[src/rtl/f1_pkg.sv]
// Shared types and constants for the F1 start-light sequencer.
// Latency: n/a (declarations only).
// Backpressure: n/a.
package f1_pkg;

    typedef enum logic [1:0] {
        IDLE  = 2'd0,
        COUNT = 2'd1,
        HOLD  = 2'd2
    } state_t;

    localparam logic [6:0] LFSR_SEED = 7'h01;
    localparam int         NUM_LAMPS = 8;

endpackage

[src/rtl/f1_lfsr.sv]
// Free-running Fibonacci LFSR (taps on the two top bits, x^7+x^6+1 at WIDTH=7).
// Latency: value advances once per clk out of reset.
// Backpressure: none; never stalls.
module f1_lfsr #(
    parameter int               WIDTH = 7,
    parameter logic [WIDTH-1:0] SEED  = 1
) (
    input  logic             clk,
    input  logic             rst,
    output logic [WIDTH-1:0] value
);

    always_ff @(posedge clk or negedge rst) begin
        if (!rst) begin
            value <= SEED;
        end else begin
            value <= {value[WIDTH-2:0], value[WIDTH-1] ^ value[WIDTH-2]};
        end
    end

endmodule

[src/rtl/f1_light_sequencer.sv]
// F1 start-light sequencer: 8 lamps one per tick, random hold, then dark + done pulse.
// Latency: first lamp TICK_CYCLES cycles after COUNT entry; all outputs registered.
// Backpressure: none; trigger while busy is dropped. Optional F1_REACTION_TIMER_EN adds a reaction timer.
module f1_light_sequencer
    import f1_pkg::*;
#(
    parameter int TICK_CYCLES    = 24,
    parameter int LFSR_WIDTH     = 7,
    parameter int MIN_HOLD_TICKS = 1
) (
    input  logic                 clk,
    input  logic                 rst,
    input  logic                 trigger,
    input  logic                 abort,
    output logic [NUM_LAMPS:1]   data_out,
    output logic                 busy,
    output logic                 done,
    input  logic                 react,
    output logic [15:0]          react_time,
    output logic                 react_valid
);

    localparam int TW = (TICK_CYCLES > 2) ? $clog2(TICK_CYCLES) : 1;

    state_t                state;
    logic [TW-1:0]         tick_cnt;
    logic [7:0]            hold_cnt;
    logic [LFSR_WIDTH-1:0] lfsr_val;
    logic                  tick;
    logic                  start;
    logic                  seq_end;

    f1_lfsr #(
        .WIDTH (LFSR_WIDTH),
        .SEED  (LFSR_WIDTH'(LFSR_SEED))
    ) u_lfsr (
        .clk   (clk),
        .rst   (rst),
        .value (lfsr_val)
    );

    assign tick    = (tick_cnt == TW'(TICK_CYCLES - 1));
    assign start   = (state == IDLE) && trigger && !abort;
    assign seq_end = (state == HOLD) && !abort && tick && (hold_cnt == 8'd1);

    always_ff @(posedge clk or negedge rst) begin
        if (!rst) begin
            state    <= IDLE;
            data_out <= '0;
            busy     <= 1'b0;
            done     <= 1'b0;
            tick_cnt <= '0;
            hold_cnt <= '0;
        end else begin
            done <= 1'b0;
            case (state)
                IDLE: begin
                    data_out <= '0;
                    tick_cnt <= '0;
                    if (start) begin
                        state <= COUNT;
                        busy  <= 1'b1;
                    end
                end
                COUNT: begin
                    if (abort) begin
                        state    <= IDLE;
                        data_out <= '0;
                        busy     <= 1'b0;
                        tick_cnt <= '0;
                    end else begin
                        tick_cnt <= tick ? '0 : tick_cnt + TW'(1);
                        if (tick) begin
                            data_out <= {data_out[NUM_LAMPS-1:1], 1'b1};
                            // Lamp 7 already lit means this tick completes the strip.
                            if (data_out[NUM_LAMPS-1]) begin
                                hold_cnt <= 8'(lfsr_val) + 8'(MIN_HOLD_TICKS);
                                state    <= HOLD;
                            end
                        end
                    end
                end
                HOLD: begin
                    if (abort) begin
                        state    <= IDLE;
                        data_out <= '0;
                        busy     <= 1'b0;
                        tick_cnt <= '0;
                    end else begin
                        tick_cnt <= tick ? '0 : tick_cnt + TW'(1);
                        if (seq_end) begin
                            data_out <= '0;
                            done     <= 1'b1;
                            busy     <= 1'b0;
                            state    <= IDLE;
                        end else if (tick) begin
                            hold_cnt <= hold_cnt - 8'd1;
                        end
                    end
                end
                default: begin
                    state    <= IDLE;
                    data_out <= '0;
                    busy     <= 1'b0;
                    tick_cnt <= '0;
                end
            endcase
        end
    end

`ifdef F1_REACTION_TIMER_EN
    logic [15:0] rt_cnt;
    logic        rt_armed;
    logic        jump;

    always_ff @(posedge clk or negedge rst) begin
        if (!rst) begin
            rt_cnt      <= '0;
            rt_armed    <= 1'b0;
            jump        <= 1'b0;
            react_time  <= '0;
            react_valid <= 1'b0;
        end else begin
            react_valid <= 1'b0;
            if (rt_armed && rt_cnt != 16'hFFFF) begin
                rt_cnt <= rt_cnt + 16'd1;
            end
            if (seq_end) begin
                rt_cnt <= '0;
                jump   <= 1'b0;
                // A press before the lamps went dark is a jump start.
                if (jump || react) begin
                    react_time  <= 16'hFFFF;
                    react_valid <= 1'b1;
                    rt_armed    <= 1'b0;
                end else begin
                    rt_armed <= 1'b1;
                end
            end else if (start) begin
                rt_armed <= 1'b0;
                jump     <= 1'b0;
            end else if (busy && abort) begin
                jump <= 1'b0;
            end else if (busy && react) begin
                jump <= 1'b1;
            end else if (rt_armed && react) begin
                react_time  <= rt_cnt;
                react_valid <= 1'b1;
                rt_armed    <= 1'b0;
            end
        end
    end
`else
    logic unused_react;
    assign unused_react = react;
    assign react_time   = '0;
    assign react_valid  = 1'b0;
`endif

endmodule

[config.mk]
export PLATFORM = sky130hd
export DESIGN_NAME = f1_light_sequencer
export DESIGN_NICKNAME = d
export VERILOG_FILES = /design/src/rtl/f1_pkg.sv /design/src/rtl/f1_lfsr.sv /design/src/rtl/f1_light_sequencer.sv
export SDC_FILE = /design/constraint.sdc
export NUM_CORES = 1
export LEC_CHECK = 0
export ABC_AREA = 1
export BUFFER_PORTS_ARGS = -buffer_cell sky130_fd_sc_hd__buf_2
export CAP_MARGIN = 20
export CORE_ASPECT_RATIO = 1.2
export CORE_UTILIZATION = 60
export CTS_CLUSTER_SIZE = 40
export DETAILED_ROUTE_END_ITERATION = 6
export PLACE_DENSITY = 0.95
export SLEW_MARGIN = 30
export SYNTH_ARGS = -nofsm -noshare
export SYNTH_HDL_FRONTEND = slang
export SYNTH_SLANG_ARGS = --single-unit
[constraint.sdc]
create_clock -name clk -period 4.6 [get_ports clk]
set_input_delay 0.69 -clock clk [delete_from_list [all_inputs] [get_ports clk]]
set_output_delay 0.69 -clock clk [all_outputs]
set_load 0.01 [all_outputs]
==> results.yml, run 1 <==
timing:
  whs_ps: 382.6
  finalClockSkew_ps: 8.739
  fmax_mhz: 517.5
  rsz0062_at_grt: "no"
  hold_violations: 0
  max_slew.worst_pin.slew_ps: 691.7
  setup_violations: 0
  setup_tns_ps: 0
  max_slew_margin: 0.5388
  period_needed_ps: 1932
  fin_ws_ps: 2668
  maxSlewViolCount: 0
  period_share: 0.4201
cts:
  clkLatencyLatePin_ps: 350
  cts_max_level: 2
  post-cts-setup-buffers: 0
  cts-root-buf: "clkbuf_4"
  clockBufferDepth: 2
  cts_hold_buffers: 0
  clock-sinks: 32
  cts_resized: 0
  cts_made_buffers: 5
  cts_tree: "done"
  cts.clk_slew.worst_paths_ps: 100
placed_design:
  dp_cells: 277
  place_ws_ps: 2506
  dpl.hpwl_um: 2321
  routabilityCongestion: 0.8412
  portBuffers: 13
global_route:
  grt_pass1_vias: 1329
  antenna_found_initial: 0
  grt_pass1_wl_um: 5161
  overflow: 0
  grt_start_max_net_pins: 33
  grt_usage: 0.2092
routing:
  wl_um: 3304
  drtAntennaViolNets: 0
  dr_total_vias: 1495
  dr_wl_met2_um: 1605
  initialDrtViolationCount: 45
  wl_per_cell_um: 11.59
  wl_met1_um: 1515
  wl_met3_um: 121
  routed.top_layer: "met4"
  drc: 0
  dr.pass1.iters: 4
  avgViaCountPerCell: 5.246
min_path:
  hp-class: "primary input to async pin"
yosys:
  syn_avg_cell_area_um2: 8.176
  synth_cell_types: 27
  yosysSeqAreaShare: 0.4192
  syn-cell-area_um2: 1913
  ys_warn_count: 0
  syn_inst: 234
  synth_seq_cells: 32
die:
  dieArea_um2: 3419
  start_util: 0.6261
  dieHeight_um: 63.86
  core_area_um2: 3055
  pin_count: 32
  rows: 22
  die_width_um: 53.55
layout:
  fin_util: 0.6486
  antenna_cells: 0
  fin_nets: 262
  layout-drive-gt1-share: 0.1807
  most-common-layout-cells: "nand2_1, dfrtp_1, nand3_1"
  syn2layout_area_growth_pct: 3.597
  layout_commonest_cell: "nand2_1"
  layoutNonFillerInstCount: 285
run_status:
  outcome: "finished clean"
critical_path:
  path_max_fanout: 13
  endpoint_kind: "flip-flop"
  crit_required_ps: 4840
  worstSetupStartpointType: "flip-flop"
  reg2reg_depth: 9
  crit_type: "flip-flop to flip-flop"
  worst_ep_arrival_time_ps: 2170
run:
  drv_cap: 0
power_and_ir_drop:
  ir_worst_vdd_uv: 266.1
  power_density_nw_per_um2: 322.7
  leakage_nw: 1.029
[worst max-delay path, stage by stage (launching register included)]
cell     delay (ps)
dfrtp_1         410
inv_1           110
ha_1            380
nand2_2         160
nand2_1         110
nand3_2          90
nor2_4          280
inv_1           140
nand2_1          80
nand2_1          50
[metal layers]
layer | vias to the layer above | GRT usage
li1 | 740 | -
met1 | 718 | 0.2257
met2 | 31 | 0.3500
met3 | 6 | 0.05000
met4 | 0 | 0.1349
met5 | - | 0
[cell families (layout without fill, tap and decap cells)]
family | after synthesis | count (layout) | synth area share
AND/OR/NAND/NOR | 116 | 116 | 0.2871
AO/OA/AOI/OAI | 24 | 24 | 0.07979
other | 1 | 17 | 0.001960
flip-flops | 32 | 32 | 0.4192
XOR/XNOR | 2 | 2 | 0.009158
adder cells (fa/ha/maj) | 9 | 9 | 0.05886
buffers and inverters | 50 | 49 | 0.1439
[cells in the mapped netlist]
library cell | count | share of area
buf_6 | 2 | 0.012
a211oi_1 | 1 | 0.0039
inv_2 | 2 | 0.0039
a21oi_1 | 3 | 0.0078
nor2_2 | 1 | 0.0033
nand2_1 | 56 | 0.11
xnor2_1 | 1 | 0.0046
nand2_4 | 2 | 0.012
o21ai_1 | 4 | 0.010
o21ai_0 | 8 | 0.021
nand3_1 | 29 | 0.076
xor2_1 | 1 | 0.0046
dfstp_2 | 1 | 0.014
ha_1 | 9 | 0.059
nor3_1 | 1 | 0.0026
nor2_1 | 11 | 0.022
nand4_1 | 5 | 0.016
conb_1 | 1 | 0.0020
nor2_4 | 3 | 0.018
o21ai_2 | 8 | 0.037
buf_4 | 19 | 0.075
dfrtp_1 | 31 | 0.41
buf_2 | 1 | 0.0026
clkinv_1 | 1 | 0.0020
inv_1 | 25 | 0.049
nand3_2 | 1 | 0.0052
nand2_2 | 7 | 0.023
[final timing paths]
path                       slack (ps)                      start                   endpoint
setup / recovery                 2670       state[1]$_DFFE_PN0P_    hold_cnt[7]$_DFFE_PN0P_
hold / removal                    380                        rst  u_lfsr.value[4]$_DFF_PN0_
setup reg to reg                 2670       state[1]$_DFFE_PN0P_    hold_cnt[7]$_DFFE_PN0P_
hold reg to reg                   420  u_lfsr.value[1]$_DFF_PN0_  u_lfsr.value[2]$_DFF_PN0_
max in group asynchronous        3780                        rst  u_lfsr.value[1]$_DFF_PN0_
min in group clk                  420  u_lfsr.value[1]$_DFF_PN0_  u_lfsr.value[2]$_DFF_PN0_
[final cells by class]
type | count | area (µm²)
multi-input cells | 168 | 895.9
inverters | 28 | 105.1
fillers | 254 | 1074
clock buffers | 8 | 68.82
repair buffers | 13 | 65.06
well taps | 36 | 45.04
flip-flops and latches | 32 | 802.0
[power by group]
part | leakage (nW) | internal [mW] | switching (mW)
registers | 0.417 | 0.300 | 0.0132
logic | 0.574 | 0.0431 | 0.0971
clock network | 0.0386 | 0.0898 | 0.0969
total | 1.03 | 0.432 | 0.207
[flip-flops by register name, indices dropped and copies added, names as in the netlist]
| name | flops |
|---|---|
| data_out | 8 |
| busy | 1 |
| state | 2 |
| done | 1 |
| u_lfsr.value | 7 |
| tick_cnt | 5 |
| hold_cnt | 8 |
[through the flow]
stage	instance area, µm²	power (mW)
2_1_floorplan	1973	0.4384
3_3_place_gp	1913	0.4523
3_5_place_dp	1913	0.4576
4_1_cts	1982	0.6437
5_1_grt	1982	0.6742
6_report	1982	0.6396
(Power assumes the default switching activity.)
==> run 2, diff against run 1 <==
CORE_UTILIZATION = 50   (was 60)
PLACE_DENSITY = 0.86   (was 0.95)
clock period = 1.69 ns   (was 4.6 ns; I/O delays follow)
==> run 2 against run 1 <==
Routed wire length grew 2.8%. Worst setup slack got worse by 2500 ps. Clock skew is 2.9 ps lower. Register-to-register slack lost 2500 ps. Sequential share of layout area decreased by 2.3 points. Die area increased by 19%. Final cell count increased by 8.1%. Combinational power rose to 3.1 times the previous value. Critical path depth increased by 2. Maximum frequency grew 24%. Sequential power grew to 2.7 times the previous value. Total power increased to 2.9 times the previous value. Critical endpoint is now hold_cnt[0]$_DFFE_PN0P_. Largest cell class unchanged.
==> results.yml, run 2 (synthesized netlist as in run 1, its figures left out) <==
run:
  drv_cap: 0
die:
  dieArea_um2: 4079
  pin_count: 32
  core_area_um2: 3633
  dieHeight_um: 69.76
  start_util: 0.5265
  rows: 24
  die_width_um: 58.47
critical_path:
  endpoint_kind: "flip-flop"
  path_max_fanout: 9
  cpPeakStageDelay_ps: 390
  worst_ep_arrival_time_ps: 1770
  crit_slowest_cell: "dfrtp_1"
  worstSetupStartpointType: "flip-flop"
  cp_common_cell: "nand2_2"
  path_cells: "ha_1 > nand2_2 > inv_2 > nand2_2 > nor2_2 > nand2_2 > inv_2 > nor2_4 > buf_12 > nand2_1 > o21ai_1"
  crit_required_ps: 1900
  critical_path.top_delay_family: "simple AND/OR/NAND/NOR gates"
  critPathBufInv: 3
  crit_type: "flip-flop to flip-flop"
power_and_ir_drop:
  p_seq_frac: 0.453
  p_sw_frac: 0.3043
  ir_worst_vdd_uv: 632.6
  power_density_nw_per_um2: 896.0
  p_sw_mw: 0.5725
  power.total_mw: 1.881
  leakage_nw: 1.077
  p_int_mw: 1.309
  power_frac_clock: 0.316
  combinationalPowerShare: 0.231
global_route:
  grt_start_max_net_pins: 33
  grt_pass1_vias: 1370
  grt_usage: 0.1924
  grt_pass1_wl_um: 5899
  antenna_found_initial: 0
  overflow: 0
timing:
  finalClockSkew_ps: 5.808
  setup_violations: 0
  rsz0062_at_grt: "no"
  period_share: 0.9250
  hold_violations: 0
  max_slew.worst_pin.slew_ps: 709.9
  maxSlewViolCount: 0
  period_needed_ps: 1563
  fmax_mhz: 639.7
  max_slew_margin: 0.5267
  setup_tns_ps: 0
cts:
  cts_max_level: 2
  cts-root-buf: "clkbuf_8"
  clkLatencyLatePin_ps: 280
  clock-sinks: 32
  cts_made_buffers: 5
  clockBufferDepth: 2
  cts.clk_slew.worst_paths_ps: 60
  cts_hold_buffers: 0
  cts_tree: "done"
placed_design:
  dpl_cell_area_um2: 1983
  portBuffers: 13
  routabilityCongestion: 0.8527
  dpl.hpwl_um: 2531
layout:
  layout_commonest_cell: "nand2_1"
  syn2layout_area_growth_pct: 9.745
  largestRegisters: "data_out: 8 flops, hold_cnt: 8 flops, u_lfsr.value: 7 flops"
  fin_nets: 269
  final_area_um2: 2100
  most-common-layout-cells: "nand2_1, dfrtp_1, nand3_1"
  antenna_cells: 0
  layout-drive-gt1-share: 0.2070
min_path:
  hp-class: "primary input to async pin"
run_status:
  outcome: "finished clean"
routing:
  wl_um: 3397
  drc: 0
  dr_total_vias: 1481
  initialDrtViolationCount: 91
  avgViaCountPerCell: 4.808
  drtAntennaViolNets: 0
  dr.pass1.iters: 4
  wl_per_cell_um: 11.03
==> run 2: power by group through the flow <==
stage          registers, mW  clock network [mW]  logic (mW)
6_report               0.852               0.594       0.435
5_1_grt                0.861               0.637       0.495
4_1_cts                0.853               0.614       0.415
3_5_place_dp           0.865                   0       0.416
3_3_place_gp           0.865                   0       0.398
2_1_floorplan          0.873                   0       0.321
==> run 2: what timing repair did <==
| action | 4_1_cts | 5_1_grt |
|---|---|---|
| endpoints found under the setup margin | 0 | 8 |
| resized for setup | 0 | 3 |
| buffers inserted | 0 | 2 |
==> run 2: layout make-up <==
| cell class | instances | area, µm² |
|---|---|---|
| multi-input combinational | 168 | 907.1 |
| sequential | 32 | 802.0 |
| tap | 52 | 65.06 |
| fill | 330 | 1534 |
| inverter | 28 | 105.1 |
| timing repair buffer | 20 | 130.1 |
| clock buffer | 8 | 90.09 |
==> run 2: metrics by stage <==
step / hold WS (ps) / worst slack, ps / instances / utilization
after detailed placement: 350.3 / 100.0 / 298 / 0.5458
after floorplan: -42.09 / 139.3 / 250 / -
after CTS: 41.12 / 83.22 / 306 / 0.5706
final: 15.35 / 126.8 / 308 / 0.5778
after global routing: 73.02 / 3.988 / 308 / 0.5778
after global placement: 343.0 / 157.6 / 298 / 0.5458
==> run 2: final timing paths <==
| check | startpoint | to | slack (ps) | cells after the start |
|---|---|---|---|---|
| max | tick_cnt[0]$_DFF_PN0_ | hold_cnt[0]$_DFFE_PN0P_ | 130 | 11 |
| min | rst | u_lfsr.value[5]$_DFF_PN0_ | 20 | 1 |
| max reg2reg | tick_cnt[0]$_DFF_PN0_ | hold_cnt[0]$_DFFE_PN0P_ | 130 | 11 |
| min reg2reg | u_lfsr.value[1]$_DFF_PN0_ | u_lfsr.value[2]$_DFF_PN0_ | 420 | 0 |
| max in group asynchronous | rst | u_lfsr.value[6]$_DFF_PN0_ | 1210 | 1 |
| min in group clk | abort | data_out[1]$_DFFE_PN0P_ | 330 | 4 |
==> run 2: layer usage <==
| metal | track usage | vias up | part of all wire |
|---|---|---|---|
| met5 | 0 | - | 0 |
| met4 | 0.09788 | 0 | 0.024 |
| met3 | 0.05970 | 8 | 0.037 |
| met2 | 0.3103 | 36 | 0.52 |
| met1 | 0.2263 | 684 | 0.42 |
| li1 | - | 753 | - |
==> run 2: worst register-to-register path: stages (launching register included) <==
cell and delay (ps):
dfrtp_1 390, ha_1 230, nand2_2 100, inv_2 50
nand2_2 100, nor2_2 50, nand2_2 80, inv_2 60
nor2_4 180, buf_12 140, nand2_1 50, o21ai_1 70
==> run 3, diff against run 2 <==
SETUP_SLACK_MARGIN = 0.3   (was default)
clock period = 1.3 ns   (was 1.69 ns; I/O delays follow)
==> run 3 against run 2 <==
First-iteration DRC count is 4.4% higher. Clock skew decreased by 1.5 ps. The run now ends with negative setup slack left. Critical path depth stayed put. Count of clock-buffer cells in the layout is the same. Worst hold slack gained 390 ps. Design area increased by 28%. Final cell count up 16%. Die area unchanged. Critical endpoint is now hold_cnt[1]$_DFFE_PN0P_. Sequential share of layout area is 8.4 points lower. Register-to-register slack worse by 340 ps. Routed wire length rose by 41%.
==> results.yml, run 3 (synthesized netlist as in run 1, its figures left out) <==
critical_path:
  crit_slowest_cell: "dfrtp_1"
  worst_ep_arrival_time_ps: 1730
  path_cells: "ha_2 > nand2_2 > inv_2 > nand2_4 > nor2_4 > nand2_4 > inv_4 > nor2_4 > buf_6 > nand2_1 > o21ai_1"
  critical_path.top_delay_family: "simple AND/OR/NAND/NOR gates"
  timing.rr.start: "tick_cnt[1]$_DFF_PN0_"
  crit_type: "flip-flop to flip-flop"
  endpoint_kind: "flip-flop"
  worstSetupStartpointType: "flip-flop"
  crit_required_ps: 1520
  critPathBufInv: 3
  startpoint: "tick_cnt[1]$_DFF_PN0_"
  cpPeakStageDelay_ps: 390
  path_max_fanout: 7
routing:
  wl_per_cell_um: 13.42
  drc: 0
  wl_um: 4778
  dr_total_vias: 1734
  initialDrtViolationCount: 95
  drtAntennaViolNets: 0
  dr.pass1.iters: 4
  avgViaCountPerCell: 4.871
global_route:
  grt_pass1_vias: 1775
  grt_start_max_net_pins: 33
  grt_usage: 0.2366
  grt_pass1_wl_um: 7320
  overflow: 0
  antenna_found_initial: 0
cts:
  clock-sinks: 32
  cts_tree: "done"
  cts.clk_slew.worst_paths_ps: 60
  clockBufferDepth: 2
  cts_made_buffers: 5
  cts-root-buf: "clkbuf_8"
  clkLatencyLatePin_ps: 290
  cts_max_level: 2
layout:
  antenna_cells: 0
  layout_commonest_cell: "buf_4"
  layoutNonFillerInstCount: 356
  syn2layout_area_growth_pct: 40.94
  final_area_um2: 2696
  most-common-layout-cells: "buf_4, nand2_1, dfrtp_1"
  fillers: 251
  fin_nets: 317
  layout-drive-gt1-share: 0.4507
  largestRegisters: "data_out: 8 flops, hold_cnt: 8 flops, u_lfsr.value: 7 flops"
placed_design:
  dpl_cell_area_um2: 2233
  portBuffers: 13
  dp_cells: 328
  dpl.hpwl_um: 2708
  place_ws_ps: -199.2
  routabilityCongestion: 0.8077
timing:
  finalClockSkew_ps: 4.330
  period_needed_ps: 1514
  period_share: 1.165
  hold_violations: 0
  fmax_mhz: 660.4
  fin_ws_ps: -214.3
  rsz0062_at_grt: "yes"
  setup_tns_ps: -3690
  maxSlewViolCount: 0
  setup_violations: 20
die:
  dieArea_um2: 4079
  core_area_um2: 3633
  dieHeight_um: 69.76
  pin_count: 32
  die_width_um: 58.47
  start_util: 0.5265
  rows: 24
min_path:
  hp-start: "u_lfsr.value[1]$_DFF_PN0_"
  hp-class: "flip-flop to flip-flop"
power_and_ir_drop:
  power.total_mw: 2.906
  leakage_nw: 1.442
  power_density_nw_per_um2: 1078
  ir_worst_vdd_uv: 640.9
run_status:
  violations: "negative setup slack"
  outcome: "finished with violations"
run:
  drv_cap: 0
==> run 3: cell count changes in the layout (fill, tap and decap cells not counted), moves of 3 or more <==
cell     change
buf_4       +40
buf_6        +7
ha_1         -3
ha_4         +3
inv_1        -4
nand2_1     -17
nand2_2      +7
nand2_4      +9
nand3_1      -4
nand3_2      +3
nor2_1       -3
==> run 3: power breakdown <==
part	internal [mW]	switching, mW	total (mW)	leakage [nW]
combinational	0.430	0.576	1.01	0.981
clock	0.431	0.357	0.788	0.0455
sequential	1.06	0.0465	1.11	0.416
total	1.93	0.980	2.91	1.44
==> run 3: worst paths after layout <==
check / depth (start not counted) / slack (ps) / endpoint
setup / recovery: 11 / -210 / hold_cnt[1]$_DFFE_PN0P_
hold / removal: 0 / 410 / u_lfsr.value[2]$_DFF_PN0_
setup reg to reg: 11 / -210 / hold_cnt[1]$_DFFE_PN0P_
hold reg to reg: 0 / 410 / u_lfsr.value[2]$_DFF_PN0_
max in group asynchronous: 3 / 500 / u_lfsr.value[0]$_DFF_PN1_
min in group asynchronous: 3 / 460 / data_out[1]$_DFFE_PN0P_
==> run 3: repair_timing <==
action	4_1_cts	5_1_grt
resized for setup	19	36
gates cloned	1	0
hold endpoints to repair	31	0
setup endpoints to repair	34	34
hold buffers	1	0
buffers inserted	14	4
pin swaps	11	8
==> run 3: area by class of cell <==
cell class / count / area (µm²) / share of cell area
Tap cell: 52 / 65.06 / 0.02413
Timing Repair Buffer: 67 / 499.2 / 0.1852
Sequential cell: 32 / 803.3 / 0.2979
Multi-Input combinational cell: 169 / 1127 / 0.4181
Inverter: 28 / 111.4 / 0.04130
Clock buffer: 8 / 90.09 / 0.03341
==> run 3: metal layers <==
layer | track usage | share of wire | up-vias
met5 | 0 | 0 | -
met1 | 0.2234 | 0.36 | 835
met4 | 0.09788 | 0.015 | 0
li1 | - | - | 850
met2 | 0.4598 | 0.59 | 41
met3 | 0.05970 | 0.031 | 8
==> run 3: metrics by stage <==
stage,hold slack [ps],utilization
after floorplan,-100.6,-
after global placement,231.8,0.6147
after detailed placement,239.4,0.6147
after CTS,395.7,0.6970
after global routing,423.7,0.7421
final,410.1,0.7421
